File: config.mk
export PLATFORM = sky130hd
export DESIGN_NAME = dnn_relu_requant
export DESIGN_NICKNAME = d
export VERILOG_FILES = /design/src/rtl/dnn_pkg.sv /design/src/rtl/dnn_vec_fifo.sv /design/src/rtl/dnn_relu_requant.sv
export SDC_FILE = /design/constraint.sdc
export NUM_CORES = 1
export LEC_CHECK = 0
export BUFFER_PORTS_ARGS = -buffer_cell sky130_fd_sc_hd__buf_4
export CORE_ASPECT_RATIO = 0.75
export CORE_UTILIZATION = 58
export DETAILED_ROUTE_END_ITERATION = 10
export PLACE_DENSITY = 0.78
export SYNTH_ARGS = -nofsm -noshare
export SYNTH_HDL_FRONTEND = slang
export SYNTH_SLANG_ARGS = --single-unit
File: constraint.sdc
create_clock -name clk -period 4.1 [get_ports clk]
set_input_delay 0.615 -clock clk [delete_from_list [all_inputs] [get_ports clk]]
set_output_delay 0.615 -clock clk [all_outputs]
set_load 0.005 [all_outputs]
File: src/rtl/dnn_pkg.sv
// Shared definitions for the layer-1 to layer-2 activation path.
// relu_requant is the reference lane transform also used by the layer-2 bench model.
package dnn_pkg;

  localparam int MAC_W = 17;
  localparam int ACT_W = 7;
  localparam int LANES = 4;

  typedef struct packed {
    logic [ACT_W-1:0] val;
    logic             sat;
  } act_t;

  // ReLU, round-half-up right shift, then clip to the positive activation range.
  function automatic act_t relu_requant(input logic signed [MAC_W-1:0] v, input int shift);
    logic [MAC_W-1:0] r;
    logic [MAC_W-1:0] q;
    act_t             res;
    r       = v[MAC_W-1] ? '0 : MAC_W'(v);
    q       = (r + (MAC_W'(1) << (shift - 1))) >> shift;
    res.sat = q > MAC_W'(2 ** (ACT_W - 1) - 1);
    res.val = res.sat ? ACT_W'(2 ** (ACT_W - 1) - 1) : q[ACT_W-1:0];
    return res;
  endfunction

endpackage

File: src/rtl/dnn_vec_fifo.sv
// Synchronous vector FIFO; a push while full is taken only when a pop happens in the same cycle.
module dnn_vec_fifo
  import dnn_pkg::*;
#(
  parameter int WIDTH = LANES * ACT_W,
  parameter int DEPTH = 4,
  localparam int AW = $clog2(DEPTH)
) (
  input  logic             clk,
  input  logic             rst_n,
  input  logic             push,
  input  logic             pop,
  input  logic [WIDTH-1:0] din,
  output logic [WIDTH-1:0] dout,
  output logic             full,
  output logic             empty,
  output logic [AW:0]      count
);

  logic [WIDTH-1:0] mem [DEPTH];
  logic [AW-1:0]    wr_ptr;
  logic [AW-1:0]    rd_ptr;
  logic             do_push;
  logic             do_pop;

  assign full    = (count == (AW+1)'(DEPTH));
  assign empty   = (count == '0);
  assign do_pop  = pop && !empty;
  assign do_push = push && (!full || do_pop);
  assign dout    = mem[rd_ptr];

  // Pointers wrap naturally because DEPTH is a power of two.
  always_ff @(posedge clk or negedge rst_n) begin
    if (!rst_n) begin
      wr_ptr <= '0;
      rd_ptr <= '0;
      count  <= '0;
    end else begin
      if (do_push) wr_ptr <= wr_ptr + AW'(1);
      if (do_pop)  rd_ptr <= rd_ptr + AW'(1);
      case ({do_push, do_pop})
        2'b10:   count <= count + (AW+1)'(1);
        2'b01:   count <= count - (AW+1)'(1);
        default: count <= count;
      endcase
    end
  end

  always_ff @(posedge clk) begin
    if (do_push) mem[wr_ptr] <= din;
  end

endmodule

File: src/rtl/dnn_relu_requant.sv
// ReLU + rounded requantization between layer 1 and layer 2, buffered so layer 1 never stalls.
// S1 rounds/shifts, S2 saturates and pushes into the FIFO, whose head drives x0..x3.
module dnn_relu_requant
  import dnn_pkg::*;
#(
  parameter int IN_SIZE  = MAC_W,
  parameter int OUT_SIZE = ACT_W,
  parameter int SHIFT    = 4,
  parameter int DEPTH    = 4
) (
  input  logic                       clk,
  input  logic                       rst_n,
  input  logic                       mac_ready,
  input  logic signed [IN_SIZE-1:0]  in4,
  input  logic signed [IN_SIZE-1:0]  in5,
  input  logic signed [IN_SIZE-1:0]  in6,
  input  logic signed [IN_SIZE-1:0]  in7,
  input  logic                       out_ready,
  output logic                       out_valid,
  output logic signed [OUT_SIZE-1:0] x0,
  output logic signed [OUT_SIZE-1:0] x1,
  output logic signed [OUT_SIZE-1:0] x2,
  output logic signed [OUT_SIZE-1:0] x3,
  input  logic                       clr_err,
  output logic                       ovf_err,
  output logic [7:0]                 sat_cnt
);

  localparam int CW = $clog2(DEPTH);
  localparam int VW = LANES * OUT_SIZE;
  localparam logic [IN_SIZE-1:0] ROUND = IN_SIZE'(2 ** (SHIFT - 1));
  localparam logic [IN_SIZE-1:0] QMAX  = IN_SIZE'(2 ** (OUT_SIZE - 1) - 1);

  logic signed [IN_SIZE-1:0] in_v     [LANES];
  logic [IN_SIZE-1:0]        relu_v   [LANES];
  logic [IN_SIZE-1:0]        q_next   [LANES];
  logic [IN_SIZE-1:0]        s1_q     [LANES];
  logic                      s1_vld;
  logic [OUT_SIZE-1:0]       lane_val [LANES];
  logic [LANES-1:0]          lane_sat;
  logic [2:0]                sat_lanes;
  logic [VW-1:0]             push_vec;
  logic [VW-1:0]             head_vec;
  logic                      fifo_full;
  logic                      fifo_empty;
  logic [CW:0]               fifo_count;
  logic                      pop;
  logic                      accept;
  logic                      drop;
  logic [8:0]                sat_sum;

  assign in_v[0] = in4;
  assign in_v[1] = in5;
  assign in_v[2] = in6;
  assign in_v[3] = in7;

  // The full IN_SIZE width holds r + ROUND without overflow since r is non-negative.
  always_comb begin
    for (int i = 0; i < LANES; i++) begin
      relu_v[i] = in_v[i][IN_SIZE-1] ? '0 : IN_SIZE'(in_v[i]);
      q_next[i] = (relu_v[i] + ROUND) >> SHIFT;
    end
  end

  always_ff @(posedge clk or negedge rst_n) begin
    if (!rst_n) begin
      s1_vld <= 1'b0;
      for (int i = 0; i < LANES; i++) s1_q[i] <= '0;
    end else begin
      s1_vld <= mac_ready;
      if (mac_ready) begin
        for (int i = 0; i < LANES; i++) s1_q[i] <= q_next[i];
      end
    end
  end

  always_comb begin
    sat_lanes = '0;
    push_vec  = '0;
    for (int i = 0; i < LANES; i++) begin
      lane_sat[i] = s1_q[i] > QMAX;
      lane_val[i] = lane_sat[i] ? QMAX[OUT_SIZE-1:0] : s1_q[i][OUT_SIZE-1:0];
      sat_lanes   = sat_lanes + 3'(lane_sat[i]);
      push_vec[i*OUT_SIZE +: OUT_SIZE] = lane_val[i];
    end
  end

  assign pop     = out_valid && out_ready;
  assign accept  = s1_vld && (!fifo_full || pop);
  assign drop    = s1_vld && fifo_full && !pop;
  assign sat_sum = {1'b0, sat_cnt} + 9'(sat_lanes);

  dnn_vec_fifo #(
    .WIDTH (VW),
    .DEPTH (DEPTH)
  ) u_fifo (
    .clk   (clk),
    .rst_n (rst_n),
    .push  (accept),
    .pop   (pop),
    .din   (push_vec),
    .dout  (head_vec),
    .full  (fifo_full),
    .empty (fifo_empty),
    .count (fifo_count)
  );

  // A drop in the same cycle as a clear keeps the flag set; a clear keeps only this cycle's saturations.
  always_ff @(posedge clk or negedge rst_n) begin
    if (!rst_n) begin
      ovf_err <= 1'b0;
      sat_cnt <= '0;
    end else begin
      if (drop)         ovf_err <= 1'b1;
      else if (clr_err) ovf_err <= 1'b0;
      if (clr_err)      sat_cnt <= accept ? 8'(sat_lanes) : 8'd0;
      else if (accept)  sat_cnt <= sat_sum[8] ? 8'hFF : sat_sum[7:0];
    end
  end

  assign out_valid = (fifo_count != '0);
  assign x0 = fifo_empty ? '0 : head_vec[0*OUT_SIZE +: OUT_SIZE];
  assign x1 = fifo_empty ? '0 : head_vec[1*OUT_SIZE +: OUT_SIZE];
  assign x2 = fifo_empty ? '0 : head_vec[2*OUT_SIZE +: OUT_SIZE];
  assign x3 = fifo_empty ? '0 : head_vec[3*OUT_SIZE +: OUT_SIZE];

endmodule

==> results of run 1 <==
==> worst paths after layout <==
path                                            from                      endpoint  slack, ns  cells past startpoint
worst max-delay path            s1_q[10]$_DFFE_PN0P_        sat_cnt[2]$_DFFE_PN0P_       0.39                     11
min in group clk                             clr_err        sat_cnt[6]$_DFFE_PN0P_       0.41                      2
worst min register to register   s1_q[5]$_DFFE_PN0P_           s1_q[5]$_DFFE_PN0P_       0.47                      2
worst max register to register  s1_q[10]$_DFFE_PN0P_        sat_cnt[2]$_DFFE_PN0P_       0.39                     11
worst min-delay path                           rst_n        sat_cnt[4]$_DFFE_PN0P_       0.29                      1
max in group asynchronous                      rst_n  u_fifo.rd_ptr[0]$_DFFE_PN0P_       3.16                      1
==> worst max-delay path, cell delays in order (launching register included) <==
cell and delay [ns]:
dfrtp_1 0.39, nor4_1 0.38, nand2_1 0.32, fa_1 0.57
ha_1 0.19, ha_1 0.32, inv_1 0.07, fa_1 0.42
nor2b_1 0.33, o2111ai_1 0.26, and3_1 0.24, o21ai_0 0.15
==> sequential cells by signal (all words and copies together) (netlist names) <==
name and flops:
u_fifo.count 3, ovf_err 1, sat_cnt 8, u_fifo.mem 112, s1_vld 1, u_fifo.wr_ptr 2
s1_q 52, u_fifo.rd_ptr 2
==> cell type report <==
type,instances,area share (%)
Sequential cell,181,49.85
Inverter,29,1.066
Clock buffer,20,4.373
Clock inverter,12,1.727
Timing Repair Buffer,106,7.791
Multi-Input combinational cell,422,32.75
Tap cell,200,2.450
==> synth_stat cells, types with 4 or more instances <==
cell         n
nor2b_1     18
mux2i_1      5
ha_1        14
nand3b_1    11
xor2_1       8
nand2_1     34
xnor2_1     34
edfxtp_1   112
o31ai_1     14
clkbuf_1    15
o21a_1       4
nand4_1      6
nor2_1      29
nor3_1      16
o21ai_0      6
or2_2       24
mux2_2       4
nand3_1     14
nand2b_1     7
mux4_2      28
inv_1       28
nor4_1      17
dfrtp_1     69
a21oi_1     18
nand4b_1     6
and2_1      30
o2bb2ai_1   12
and3_1       8
buf_2        7
o2111ai_1    4
==> power by group through the flow <==
stage          combinational (mW)  sequential (mW)  clock (mW)
2_1_floorplan                1.00             2.33           0
3_3_place_gp                 1.56             2.41           0
3_5_place_dp                 1.61             2.43           0
4_1_cts                      1.63             2.40        1.73
5_1_grt                      1.77             2.42        1.80
6_report                     1.61             2.40        1.71
==> layer usage <==
layer	vias up	share of wire, %	global-route usage (%)
li1	2604	-	-
met1	2815	45	33.88
met2	164	48	40.58
met3	32	5.4	5.027
met4	0	2.0	9.140
met5	-	0	0
==> per-stage QoR <==
stage	worst slack [ns]	total power [mW]	hold slack (ns)	instances	util [%]
6_report	0.3867	5.712	0.2911	970	70.66
2_1_floorplan	1.060	3.329	0.3194	657	-
3_5_place_dp	0.3838	4.040	0.4593	938	66.35
3_3_place_gp	0.6399	3.975	0.4560	938	66.35
5_1_grt	0.2239	5.991	0.3790	970	70.66
4_1_cts	0.3808	5.763	0.3350	970	70.66
==> logic make-up (layout without fill, tap and decap cells) <==
group | Yosys count | in the layout | synth area share [%]
other cells | 1 | 16 | 0.04366
flops | 181 | 181 | 59.26
simple gates | 236 | 236 | 16.55
compound gates | 74 | 74 | 6.220
xor+xnor | 42 | 42 | 4.283
buf+inv | 54 | 167 | 2.462
mux | 37 | 37 | 8.449
fa+ha+maj | 17 | 17 | 2.739
==> qor.yml, run 1 <==
status: "complete, no violations"
seqPwrFrac_pct: 41.9
avgViaCountPerCell: 5.789
fin_crit_ns: 3.713
syn_area_per_cell_um2: 13.38
syn-cell-area_um2: 8589
hold_path_class: "input port to asynchronous set/reset pin"
start_util_pct: 59.43
synth-edff-count: 112
endpoint_kind: "register"
switchingPower_mw: 1.607
ys_seq_area_share_pct: 59.26
p_int_mw: 4.105
rsz0062_at_grt: "false"
grt_pass1_vias: 5525
core_um2: 14450
p_clk_share_pct: 29.9
maxCapViolCount: 0
arrival_ns: 4.06
comb_power_share_pct: 28.2
h-tree-depth: 4
syn_inst: 642
timing.fmax_mhz: 269.3
vias: 5615
ys_async_sr_fraction_pct: 38.12
antenna_found_initial: 0
period_share_pct: 90.57
crit_path_max_fanout: 7
cts_buffer_depth: 2
die_height_um: 107.4
root_buffer: "clkbuf_16"
grt_overflow: 0
grt_use_total_pct: 25.05
clock_sinks: 181
seq_area_um2: 5091
clk_pin_slew_ns: 0.07
synth_area_leaders: "edfxtp_1, dfrtp_1, mux4_2"
final_cell_mix: "edfxtp_1, buf_4, dfrtp_1, xnor2_1, nand2_1"
numCtsBuffers: 17
pin_count: 111
setup_violations: 0
clk-insertion-delay-late_ns: 0.43
fin_area_um2: 10210
swShare_pct: 28.13
worstMarginPinSlew_ns: 0.9392
die_w_um: 142.5
grt_start_max_net_pins: 70
hold_violations: 0
fin_skew_ns: 0.007765
hold_buffers: 0
slew_violations: 0
cts_tree: "built"
dp_hpwl_um: 11590
yosysTopAreaCell: "edfxtp_1"
irDropWorstVdd_mv: 0.3148
crit_type: "register to register"
first_pass_iters: 5
drt.antenna.violating_nets: 0
drive_gt1_share_pct: 26.36
n_fill_cell: 999
fp.dieArea_um2: 15310
ys_ff_latch: 181
layout_commonest_cell: "edfxtp_1"
antenna_cells: 0
power_density_nw_per_um2: 559.3
num-nets-final: 847
ctsResizeCount: 0
place_congestion: 0.8869
synth.distinct_cells: 57
area_delta_synth_final_pct: 18.91
drt_iter0_markers: 376
synth_top_area_share_pct: 39.16
cp.required_ns: 4.45
multi_input_area_um2: 3344
num_rows: 38
post_cts_buffers: 0
place_area_um2: 9590
relSlewSlack_pct: 37.38
routed_wirelength_um: 17630
route.detailed.drc: 0
fin_setup_tns_ns: 0
leakage_nw: 3.725
wl_per_cell_um: 18.17
start_kind: "register"
io_buffers: 98
grt_pass1_wl_um: 28310
yosys_most_used_dff: "edfxtp_1"
yosysWarnings: 0
Note: power is estimated with default switching activity, not from simulation.
==> inputs of run 2 (changes only) <==
CORE_MARGIN = 1.5   (was unset)
SYNTH_HIERARCHICAL = 1   (was unset)
==> run 2 against run 1 <==
Against the previous run: count of clock-buffer cells in the layout decreased by 1; cell count decreased by 1.0%; wire length decreased by 3.2%; critical path type unchanged; synthesized area decreased by 0.74%; flip-flop and latch count unchanged; critical path depth unchanged; power increased by 1.0%; sequential share of layout area increased by 0.49 points; critical endpoint is now sat_cnt[0]$_DFFE_PN0P_; setup slack improved by 0.16 ns; non-clock buffer count decreased by 5; die area increased by 0.90%; global-route usage decreased by 1.4 points.
==> qor.yml, run 2 <==
largest-register: "u_fifo/mem"
path_cells: "nor4_1, nand2_1, fa_1, ha_1, ha_1, inv_1, fa_1, and2b_1, o2111ai_1, and3b_1, o31ai_1"
routed_wirelength_um: 17070
hold_buffers: 0
top_layer: "met4"
period_share_pct: 86.71
grt_pass1_vias: 5336
leakage_nw: 3.731
crit_type: "register to register"
fin_crit_ns: 3.555
timing.fmax_mhz: 281.3
endpoint_kind: "register"
crit_path_max_incr_delay_ns: 0.56
relSlewSlack_pct: 33.34
first_pass_iters: 5
num-nets-final: 837
worstMarginPinSlew_ns: 0.9999
num_rows: 38
final_cell_mix: "edfxtp_1, buf_4, dfrtp_1, nor2b_1, nand2_1"
maxCapViolCount: 0
root_buffer: "clkbuf_16"
ctsResizeCount: 0
antenna_cells: 0
crit_path_end: "sat_cnt[0]$_DFFE_PN0P_"
setup_violations: 0
place_congestion: 0.8650
worstSetupPathDepth: 11
clock_sinks: 181
crit_start: "s1_q[10]$_DFFE_PN0P_"
post_cts_buffers: 0
drt_iter0_markers: 373
syn_inst: 635
crit_buf_inv: 1
place_area_um2: 9500
power_density_nw_per_um2: 570.5
drt.antenna.violating_nets: 0
crit_path_max_fanout: 7
synth.distinct_cells: 64
met2_length_um: 7946
yosysTopAreaCell: "edfxtp_1"
start_util_pct: 59.18
grt_use_total_pct: 23.63
grt_pass1_wl_um: 27200
slew_violations: 0
ys_seq_area_share_pct: 59.70
largestRegisters: "u_fifo/mem (112), s1_q (52), sat_cnt (8)"
crit_family: "adder cells"
hold_violations: 0
largest_reg_flops: 112
cp.required_ns: 4.44
syn_area_per_cell_um2: 13.43
dp_hpwl_um: 11520
ys_top_cells_by_count: "edfxtp_1, dfrtp_1, nor2b_1"
pin_count: 111
cts_buffer_depth: 2
core_um2: 14410
fp.dieArea_um2: 15440
status: "complete, no violations"
die_w_um: 143.0
wl_per_cell_um: 17.78
fin_skew_ns: 0.008293
clk_pin_slew_ns: 0.07
rsz0062_at_grt: "false"
clk-insertion-delay-late_ns: 0.43
yosys_most_used_dff: "edfxtp_1"
vias: 5499
hold_path_class: "input port to asynchronous set/reset pin"
cts_tree: "built"
fin_setup_tns_ns: 0
antenna_found_initial: 0
area_delta_synth_final_pct: 18.62
start_kind: "register"
synth_most_common_cell: "edfxtp_1"
wl_met3_um: 1086
synth_top_area_share_pct: 39.45
ys_async_sr_fraction_pct: 38.12
h-tree-depth: 4
wl_met1_um: 7826
die_height_um: 108
crit_slowest_cell: "fa_1"
io_buffers: 98
r2r-end: "sat_cnt[0]$_DFFE_PN0P_"
reg2reg_depth: 11
yosysWarnings: 6
reg2reg_from: "s1_q[10]$_DFFE_PN0P_"
route.detailed.drc: 0
irDropWorstVdd_mv: 0.3691
fin_area_um2: 10110
synth_area_leaders: "edfxtp_1, dfrtp_1, mux4_2"
syn-cell-area_um2: 8526
drive_gt1_share_pct: 27.50
numCtsBuffers: 17
avgViaCountPerCell: 5.728
synth-edff-count: 112
grt_overflow: 0
reg2reg_slack_ns: 0.54
layout_commonest_cell: "edfxtp_1"
arrival_ns: 3.89
ys_ff_latch: 181
grt_start_max_net_pins: 70
[run 2: worst reg2reg max path: stages (launching register included)]
cell	delay, ns
dfrtp_1	0.38
nor4_1	0.32
nand2_1	0.24
fa_1	0.56
ha_1	0.21
ha_1	0.33
inv_1	0.08
fa_1	0.42
and2b_1	0.31
o2111ai_1	0.17
and3b_1	0.22
o31ai_1	0.22
[run 2: how the worst min path moves through the flow]
stage               cells after the start                 from  slack, ns                           to
finish                                  1                rst_n       0.30         s1_q[23]$_DFFE_PN0P_
floorplan                               0                rst_n       0.32          ovf_err$_DFFE_PN0P_
global route                            1                rst_n       0.37       sat_cnt[7]$_DFFE_PN0P_
global placement                        2  s1_q[7]$_DFFE_PN0P_       0.46          s1_q[7]$_DFFE_PN0P_
CTS                                     1                rst_n       0.34  u_fifo/count[1]$_DFFE_PN0P_
detailed placement                      2  s1_q[8]$_DFFE_PN0P_       0.47          s1_q[8]$_DFFE_PN0P_
[run 2: power by group]
part	internal, mW	leakage (nW)	switching [mW]
Sequential	2.25	1.77	0.243
Clock	0.989	0.308	0.691
Combinational	0.864	1.65	0.733
[run 2: cells by family after synthesis]
kind of cell,after synthesis,share of synthesized area [%]
compound gates,77,6.883
xor+xnor,44,4.520
fa+ha+maj,17,2.759
buf+inv,50,2.319
flops,181,59.70
mux,36,8.468
other cells,1,0.04398
simple gates,229,15.31
[run 2: layout make-up]
class | count | area, um2
sequential | 181 | 5091
multi-input combinational | 419 | 3299
fill | 1011 | 4293
timing repair buffer | 101 | 758.2
inverter | 27 | 101.3
tap | 200 | 250.2
clock buffer | 19 | 442.9
clock inverter | 13 | 170.2
[run 2: through the flow]
| stage | hold WS [ns] | setup slack [ns] | cells | total power [mW] | utilization (%) |
|---|---|---|---|---|---|
| after CTS | 0.3351 | 0.5338 | 960 | 5.832 | 70.20 |
| after global routing | 0.3672 | 0.3368 | 960 | 6.072 | 70.20 |
| after global placement | 0.4630 | 0.7569 | 928 | 4.067 | 65.95 |
| after floorplan | 0.3194 | 1.019 | 650 | 3.433 | - |
| after detailed placement | 0.4691 | 0.5830 | 928 | 4.145 | 65.95 |
| final | 0.2972 | 0.5448 | 960 | 5.769 | 70.20 |
[run 2: metal layers]
| metal | track usage [%] | vias up |
|---|---|---|
| met5 | 0 | - |
| met4 | 7.511 | 0 |
| met3 | 4.783 | 21 |
| met2 | 36.23 | 187 |
| met1 | 34.40 | 2738 |
| li1 | - | 2553 |
